`config.mk`:
```
export PLATFORM = sky130hd
export DESIGN_NAME = plot_arbiter
export DESIGN_NICKNAME = d
export VERILOG_FILES = /design/src/rtl/snake_pkg.sv /design/src/rtl/rr_arbiter3.sv /design/src/rtl/plot_arbiter.sv
export SDC_FILE = /design/constraint.sdc
export NUM_CORES = 1
export LEC_CHECK = 0
export CORE_MARGIN = 1.5
export CORE_UTILIZATION = 41
export DETAILED_ROUTE_END_ITERATION = 8
export HOLD_SLACK_MARGIN = 0.03
export PLACE_DENSITY = 0.85
export SETUP_SLACK_MARGIN = 0.4
export SLEW_MARGIN = 20
export SYNTH_ARGS = -nofsm -noshare
export SYNTH_HDL_FRONTEND = slang
export SYNTH_SLANG_ARGS = --single-unit
```
`constraint.sdc`:
```
create_clock -name clk -period 1.95 [get_ports clk]
set_clock_uncertainty 0.1 [all_clocks]
set_input_delay 0.585 -clock clk [delete_from_list [all_inputs] [get_ports clk]]
set_output_delay 0.585 -clock clk [all_outputs]
set_load 0.05 [all_outputs]
```
`src/rtl/snake_pkg.sv`:
```
// Shared widths, screen limits, colours and requester encoding for the snake game.
package snake_pkg;

   localparam int X_W   = 8;
   localparam int Y_W   = 7;
   localparam int C_W   = 3;
   localparam int X_MAX = 159;
   localparam int Y_MAX = 119;

   localparam logic [2:0] BG_COLOUR   = 3'b000;
   localparam logic [2:0] FOOD_COLOUR = 3'b100;

   typedef enum logic [1:0] {
      REQ_HEAD = 2'd0,
      REQ_TAIL = 2'd1,
      REQ_FOOD = 2'd2
   } req_idx_e;

   typedef enum logic {
      ST_CLEAR = 1'b0,
      ST_IDLE  = 1'b1
   } plot_state_e;

endpackage

```
`src/rtl/rr_arbiter3.sv`:
```
// Three-way round-robin arbiter: the most recently granted requester drops to lowest priority.
module rr_arbiter3
   import snake_pkg::*;
(
   input  logic       clk,
   input  logic       resetn,
   input  logic [2:0] req,
   input  logic       en,
   output logic [2:0] grant
);

   req_idx_e last_q;

   always_comb begin
      grant = 3'b000;
      case (last_q)
         REQ_HEAD: begin
            if      (req[1]) grant = 3'b010;
            else if (req[2]) grant = 3'b100;
            else if (req[0]) grant = 3'b001;
         end
         REQ_TAIL: begin
            if      (req[2]) grant = 3'b100;
            else if (req[0]) grant = 3'b001;
            else if (req[1]) grant = 3'b010;
         end
         default: begin
            if      (req[0]) grant = 3'b001;
            else if (req[1]) grant = 3'b010;
            else if (req[2]) grant = 3'b100;
         end
      endcase
   end

   // Starting from "food was last" makes the post-reset order head > tail > food.
   always_ff @(posedge clk or negedge resetn) begin
      if (!resetn) begin
         last_q <= REQ_FOOD;
      end else if (en && (grant != 3'b000)) begin
         if (grant[0])      last_q <= REQ_HEAD;
         else if (grant[1]) last_q <= REQ_TAIL;
         else               last_q <= REQ_FOOD;
      end
   end

endmodule

```
`src/rtl/plot_arbiter.sv`:
```
// Owns the VGA pixel-write port: sweeps the frame to background, then shares the port
// between head draw, tail erase and food draw with a round-robin req/ack handshake.
module plot_arbiter
   import snake_pkg::*;
#(
   parameter int X_W = snake_pkg::X_W,
   parameter int Y_W = snake_pkg::Y_W,
   parameter int C_W = snake_pkg::C_W,
   parameter int X_MAX = snake_pkg::X_MAX,
   parameter int Y_MAX = snake_pkg::Y_MAX,
   parameter logic [C_W-1:0] BG_COLOUR = snake_pkg::BG_COLOUR
)(
   input  logic           clk,
   input  logic           resetn,
   input  logic           clear_req,
   output logic           busy,
   output logic           oob_err,
   input  logic           head_req,
   input  logic [X_W-1:0] head_x,
   input  logic [Y_W-1:0] head_y,
   input  logic [C_W-1:0] head_colour,
   output logic           head_ack,
   input  logic           tail_req,
   input  logic [X_W-1:0] tail_x,
   input  logic [Y_W-1:0] tail_y,
   output logic           tail_ack,
   input  logic           food_req,
   input  logic [X_W-1:0] food_x,
   input  logic [Y_W-1:0] food_y,
   input  logic [C_W-1:0] food_colour,
   output logic           food_ack,
   output logic [X_W-1:0] vga_x,
   output logic [Y_W-1:0] vga_y,
   output logic [C_W-1:0] vga_colour,
   output logic           vga_plot
);

   localparam logic [X_W-1:0] X_LAST = X_W'(X_MAX);
   localparam logic [Y_W-1:0] Y_LAST = Y_W'(Y_MAX);

   plot_state_e    state_q, state_d;
   logic [X_W-1:0] cx_q, cx_d;
   logic [Y_W-1:0] cy_q, cy_d;
   logic [X_W-1:0] x_d;
   logic [Y_W-1:0] y_d;
   logic [C_W-1:0] colour_d;
   logic           plot_d;
   logic [2:0]     ack_d;
   logic           oob_d;

   logic [2:0]     eligible;
   logic [2:0]     grant;
   logic           arb_en;
   logic [X_W-1:0] sel_x;
   logic [Y_W-1:0] sel_y;
   logic [C_W-1:0] sel_colour;
   logic           in_range;

   // A requester whose ack is still high is about to drop req, so it must not win again.
   assign eligible = {food_req & ~food_ack, tail_req & ~tail_ack, head_req & ~head_ack};
   assign arb_en   = (state_q == ST_IDLE) && !clear_req;
   assign busy     = (state_q == ST_CLEAR);

   rr_arbiter3 u_arb (
      .clk    (clk),
      .resetn (resetn),
      .req    (eligible),
      .en     (arb_en),
      .grant  (grant)
   );

   always_comb begin
      sel_x      = head_x;
      sel_y      = head_y;
      sel_colour = head_colour;
      if (grant[1]) begin
         sel_x      = tail_x;
         sel_y      = tail_y;
         sel_colour = BG_COLOUR;
      end else if (grant[2]) begin
         sel_x      = food_x;
         sel_y      = food_y;
         sel_colour = food_colour;
      end
   end

   assign in_range = (sel_x <= X_LAST) && (sel_y <= Y_LAST);

   always_comb begin
      state_d  = state_q;
      cx_d     = cx_q;
      cy_d     = cy_q;
      x_d      = vga_x;
      y_d      = vga_y;
      colour_d = vga_colour;
      plot_d   = 1'b0;
      ack_d    = 3'b000;
      oob_d    = oob_err;
      case (state_q)
         ST_CLEAR: begin
            x_d      = cx_q;
            y_d      = cy_q;
            colour_d = BG_COLOUR;
            plot_d   = 1'b1;
            if (cx_q == X_LAST) begin
               cx_d = '0;
               if (cy_q == Y_LAST) begin
                  cy_d    = '0;
                  state_d = ST_IDLE;
               end else begin
                  cy_d = cy_q + 1'b1;
               end
            end else begin
               cx_d = cx_q + 1'b1;
            end
         end
         default: begin
            if (clear_req) begin
               cx_d    = '0;
               cy_d    = '0;
               state_d = ST_CLEAR;
            end else if (grant != 3'b000) begin
               // Off-screen writes still complete the handshake so the requester never stalls.
               ack_d    = grant;
               x_d      = sel_x;
               y_d      = sel_y;
               colour_d = sel_colour;
               plot_d   = in_range;
               if (!in_range) oob_d = 1'b1;
            end
         end
      endcase
   end

   always_ff @(posedge clk or negedge resetn) begin
      if (!resetn) begin
         state_q    <= ST_CLEAR;
         cx_q       <= '0;
         cy_q       <= '0;
         vga_x      <= '0;
         vga_y      <= '0;
         vga_colour <= '0;
         vga_plot   <= 1'b0;
         head_ack   <= 1'b0;
         tail_ack   <= 1'b0;
         food_ack   <= 1'b0;
         oob_err    <= 1'b0;
      end else begin
         state_q    <= state_d;
         cx_q       <= cx_d;
         cy_q       <= cy_d;
         vga_x      <= x_d;
         vga_y      <= y_d;
         vga_colour <= colour_d;
         vga_plot   <= plot_d;
         head_ack   <= ack_d[0];
         tail_ack   <= ack_d[1];
         food_ack   <= ack_d[2];
         oob_err    <= oob_d;
      end
   end

endmodule

```
==> metrics.txt, run 1 <==
Max Slew Vio Count=0; DPL Wire Length=6210 um; Crit. End Element=flop; number of synthesized flops with an enable pin=0; Num CTS Buffers=5; I/O Buffers=80; CP max FO=7; global-route wire length before repair=15,400 um; DRT met1 WL=3950 um; area occupied by registers=1030 um^2; post-route cell area=4640 um^2; vias in the first global route=3,182; # DRC=0; outcome=finished, violations left; io pins=81; final setup fails=21; Syn. warnings=0; max layer used=met4; H-Tree Depth=2; Die Ht=79.8 um; DR iter-0 viols=259; Slew @ Worst Pin=0.508 ns; fin worst setup slack=-0.160 ns; Post-Synthesis Cells=270; crit start category=flop; Root Driver=clkbuf_8; worst-skew pair later-pin latency=0.31 ns; Fin. Hold Viols=0; clk slew on worst S/H paths=0.08 ns; Antenna Nets Post-Route=0; Hold Path Class=primary input to async pin; Tot Pwr=4.53 mW; Seq/Total Area, Yosys=42.4%; Cell Area, Placed=3760 um^2; via count=3,190; Final Cycle Share=108%; global route total overflow=0; max_cap viols=0; drt pass-1 iters=5; dpl cells=450; Initial Utilization=43.2%; DR WL met3=923 um; Synth cell types=52; Multi-input gate area=1710 um^2; CP arrival=2.20 ns; Layout fillers=285; top_reg_cell synth=dfrtp_1; worst vdd ir=0.000901 V; Num Clock Sinks=41; GP Congestion=0.919; PD cells=976 nW/um^2; P_leak=2.02 nW; slew margin rel.=66.1%; required time worst endpoint=2.04 ns; Overall Global Routing Usage=32.3%; CTS Buffer Depth=2; Synthesized Nets=329; Avg Inst Size Synth=8.97 um^2; CTS tree=built; post-synthesis register bit count=41; nets=486; ys async rst share=100%; Final min period=2.11 ns; Synth Cell Area=2420 um^2; CP max stage delay=0.58 ns; fmax=474 MHz; setup repair after global routing missed its margin=yes; Hold Buf Count CTS=0; drt wl/cell=23.2 um; CP Class=flop to flop; initial antenna violation count=0; Total Wirelength=11,600 um; Die Width=79.8 um; die area=6380 um^2; DR WL met2=6050 um; Layout area overhead=91.8%; vias per inst=6.38; largest net degree at the start of global routing=21; slowest CP cell=or4b_4; non-filler instance count after layout=500; share of cells above drive strength 1=47.0%; Core ar.=5610 um^2; Rows=27; Diodes inserted=0; failing checks=setup timing; critical path cell sequence=or4b_4 > o31ai_4 > buf_4 > buf_6 > nand2_2 > o21ai_2 > and3_1 > a311oi_1
==> sequential cells by signal (all words and copies together), names as in the netlist <==
name	count
cx_q	8
cy_q	7
food_ack	1
head_ack	1
oob_err	1
state_q	1
tail_ack	1
u_arb.last_q	2
vga_colour	3
vga_plot	1
vga_x	8
vga_y	7
==> kinds of logic (layout without fill, tap and decap cells) <==
| logic type | Yosys count | count (layout) | share of synthesized area (%) |
|---|---|---|---|
| fa+ha+maj | 2 | 2 | 1.03 |
| simple gates | 112 | 112 | 22.5 |
| buf+inv | 20 | 178 | 3.77 |
| flops | 41 | 41 | 42.4 |
| xor+xnor | 6 | 6 | 2.17 |
| compound gates | 85 | 85 | 26.4 |
| mux | 4 | 4 | 1.65 |
==> metrics by stage <==
stage / hold WS, ns / setup WS, ns / TNS (ns) / utilization [%]
floorplan: 0.189 / -0.152 / -1.13 / -
detailed placement: 0.386 / -0.737 / -15.83 / 67.0
CTS: 0.129 / -0.0955 / -0.502 / 77.5
finish: 0.135 / -0.160 / -1.64 / 82.8
global route: 0.146 / -0.222 / -2.69 / 82.8
global placement: 0.371 / -0.706 / -14.67 / 67.0
==> timing repair <==
item	in CTS	in global routing
setup buffers	29	12
endpoints found under the setup margin	60	61
hold endpoints to repair	0	0
gates resized for setup	81	47
gates cloned	0	1
pin swaps	33	16
==> cell usage after synthesis, types with 5 or more instances <==
cell type | number | area [um^2]
nand2b_1 | 6 | 37.5
a31oi_1 | 11 | 68.8
o21ai_0 | 19 | 95.1
and2_1 | 8 | 50.1
nand3_1 | 9 | 45.0
inv_1 | 5 | 18.8
nor2_1 | 21 | 78.8
clkbuf_1 | 12 | 45.0
o22ai_1 | 5 | 31.3
a221o_1 | 14 | 140
nand2_1 | 44 | 165
dfrtp_1 | 40 | 1000
nor2b_1 | 8 | 50.1
==> cell usage in the layout (no fill, tap or decap), types with 4 or more instances in the layout <==
cell type,n
and2_1,7
clkbuf_8,6
nand3_1,8
o21ai_2,10
nand2_1,33
nor2b_1,7
a31oi_1,10
nor2_2,7
dfrtp_2,4
o21ai_0,4
clkdlybuf4s50_1,51
inv_1,4
dfrtp_1,36
o21ai_1,5
buf_12,14
buf_4,65
nor2_4,11
mux2i_1,4
buf_6,28
nand2_2,9
a221o_1,14
==> worst max-delay path: cells and delay by family, from the launching register on <==
family / cells / cell delay [ns]
AO/OA/AOI/OAI: 3 / 0.31
AND/OR/NAND/NOR: 3 / 0.84
flip-flops: 1 / 0.43
buffers and inverters: 2 / 0.31
==> where the power goes <==
part           switching (mW)  internal [mW]
Clock                   0.329          0.418
Sequential              0.314           1.09
Combinational            1.19           1.20
Total                    1.83           2.71
==> per-layer routing <==
layer | vias up | track usage (%)
met1 | 1554 | 31.8
met4 | 0 | 23.3
met3 | 76 | 10.3
met2 | 244 | 56.6
met5 | - | 0
li1 | 1316 | -
==> area by class of cell <==
type,count,share of cell area (%)
clock buffers,7,1.86
clock inverters,1,0.647
inverters,5,0.485
multi-input cells,209,36.8
flip-flops and latches,41,22.2
well taps,72,1.94
repair buffers,165,36.0
==> worst paths after layout <==
check                                      from       endpoint  cells after the start  slack (ns)
worst max-delay path            u_arb.last_q[0]       vga_plot                      8       -0.16
worst min-delay path                     resetn       food_ack                      1        0.13
worst max register to register  u_arb.last_q[0]       vga_plot                      8       -0.16
worst min register to register    vga_colour[0]  vga_colour[0]                      2        0.43
max in group asynchronous                resetn        state_q                      2        1.09
min in group clk                  vga_colour[0]  vga_colour[0]                      2        0.43
(Power assumes the default switching activity.)
==> inputs of run 2 (changes only) <==
--- a/config.mk
+++ b/config.mk
@@ -10,6 +10,7 @@
 export DETAILED_ROUTE_END_ITERATION = 8
 export HOLD_SLACK_MARGIN = 0.03
 export PLACE_DENSITY = 0.85
+export RECOVER_POWER = 25
 export SETUP_SLACK_MARGIN = 0.4
 export SLEW_MARGIN = 20
 export SYNTH_ARGS = -nofsm -noshare
==> metrics.txt, run 2 (synthesis results as in run 1) <==
outcome=finished, violations left; failing checks=setup timing; critical path cell sequence=or4b_4 > o31ai_4 > buf_4 > buf_6 > nand2_2 > o21ai_2 > and3_1 > a311oi_1; share of cells above drive strength 1=46.5%; vias in the first global route=3,182; worst path bufs/invs=2; CP max stage delay=0.58 ns; Rows=27; CP max FO=7; Total Wirelength=11,700 um; Hold Path Class=primary input to async pin; fmax=471 MHz; slew margin rel.=19.6%; largest net degree at the start of global routing=21; family with the most delay on the worst path=simple AND/OR/NAND/NOR gates; Die Width=79.8 um; P_leak=2.01 nW; drt wl/cell=23.3 um; Max Slew Vio Count=0; Num CTS Buffers=5; Core ar.=5610 um^2; nets=486; die area=6380 um^2; Slew @ Worst Pin=1.21 ns; setup repair after global routing missed its margin=yes; DPL Wire Length=6210 um; post-layout util=82.7%; Antenna Nets Post-Route=0; CTS Buffer Depth=2; Layout fillers=285; via count=3,176; Multi-input gate area=1710 um^2; vias per inst=6.35; global-route wire length before repair=15,400 um; final setup fails=21; drt pass-1 iters=5; CP arrival=2.20 ns; most common cell after layout, fill and taps aside=buf_4; Overall Global Routing Usage=32.3%; DR iter-0 viols=294; global route total overflow=0; GP Congestion=0.919; registers with the most flip-flops=cx_q: 8 flops, vga_x: 8 flops; crit start category=flop; Root Driver=clkbuf_8; I/O Buffers=80; Fin. Hold Viols=0; Final Cycle Share=109%; most frequent cells in the layout=buf_4, clkdlybuf4s50_1, dfrtp_1, nand2_1, buf_6; worst-skew pair later-pin latency=0.31 ns; post-place setup slack=-0.737 ns; Final min period=2.12 ns; Crit. End Element=flop; required time worst endpoint=2.03 ns; # DRC=0; area occupied by registers=1030 um^2; PD cells=976 nW/um^2; initial antenna violation count=0; max_cap viols=0; Num Clock Sinks=41; slowest CP cell=or4b_4; Diodes inserted=0; CP Class=flop to flop; H-Tree Depth=2; io pins=81; fin worst setup slack=-0.172 ns; clk slew on worst S/H paths=0.08 ns; Layout area overhead=91.6%; Die Ht=79.8 um; Initial Utilization=43.2%; worst vdd ir=0.000901 V; CTS tree=built
## run 2: stage by stage
| step | hold WS (ns) | cell area [um^2] | instances | setup TNS, ns | total power, mW |
|---|---|---|---|---|---|
| after CTS | 0.129 | 4350 | 487 | -0.502 | 4.18 |
| after global placement | 0.371 | 3760 | 450 | -14.67 | 3.11 |
| after detailed placement | 0.386 | 3760 | 450 | -15.83 | 3.16 |
| after global routing | 0.445 | 4640 | 500 | -2.69 | 4.67 |
| final | 0.401 | 4640 | 500 | -1.68 | 4.53 |
| after floorplan | 0.189 | 2560 | 270 | -1.13 | 2.29 |
## run 2: final timing paths
path	startpoint	to	slack (ns)	cells past startpoint
setup / recovery	u_arb.last_q[0]	vga_plot	-0.17	8
hold / removal	resetn	food_ack	0.40	1
setup reg to reg	u_arb.last_q[0]	vga_plot	-0.17	8
hold reg to reg	vga_colour[0]	vga_colour[0]	0.44	2
max in group asynchronous	resetn	state_q	0.39	2
min in group clk	vga_colour[0]	vga_colour[0]	0.44	2
## run 2: timing repair
item / in CTS / in global routing
gates resized for setup: 81 / 47
pin swaps: 33 / 16
gates cloned: 0 / 1
buffers inserted: 29 / 12
hold buffers: 0 / 0
setup endpoints to repair: 60 / 61
## run 2: worst reg2reg max path, delay by kind of cell, from the launching register on
| family | cells | cell delay, ns |
|---|---|---|
| AOI/OAI and AO/OA | 3 | 0.32 |
| DFF | 1 | 0.43 |
| buffers and inverters | 2 | 0.31 |
| and+or+nand+nor | 3 | 0.85 |
## run 2: final cells by class
type | count | share of cell area, %
Clock buffer | 7 | 1.86
Sequential cell | 41 | 22.3
Timing Repair Buffer | 165 | 36.0
Tap cell | 72 | 1.94
Multi-Input combinational cell | 209 | 36.8
Inverter | 5 | 0.486
Clock inverter | 1 | 0.647
## run 2: report_power, final
group | internal, mW | leakage [nW] | switching [mW]
combinational | 1.19 | 1.45 | 1.18
clock | 0.418 | 0.0585 | 0.327
sequential | 1.09 | 0.506 | 0.319
total | 2.70 | 2.01 | 1.82
## run 2: layer usage
layer | part of all wire (%) | GRT usage, % | routed length (um)
met2 | 53 | 56.6 | 6120
met3 | 7.1 | 10.3 | 823
met1 | 35 | 31.8 | 4070
met5 | 0 | 0 | 0
met4 | 5.5 | 23.3 | 644
==> inputs of run 3 (changes only) <==
--- a/config.mk
+++ b/config.mk
@@ -8,6 +8,7 @@
 export CORE_MARGIN = 1.5
 export CORE_UTILIZATION = 41
 export DETAILED_ROUTE_END_ITERATION = 8
+export GPL_TIMING_DRIVEN = 1
 export HOLD_SLACK_MARGIN = 0.03
 export PLACE_DENSITY = 0.85
 export RECOVER_POWER = 25
==> results of run 3 <==
The final DEF is identical to that of run 2; final timing and power are the same.
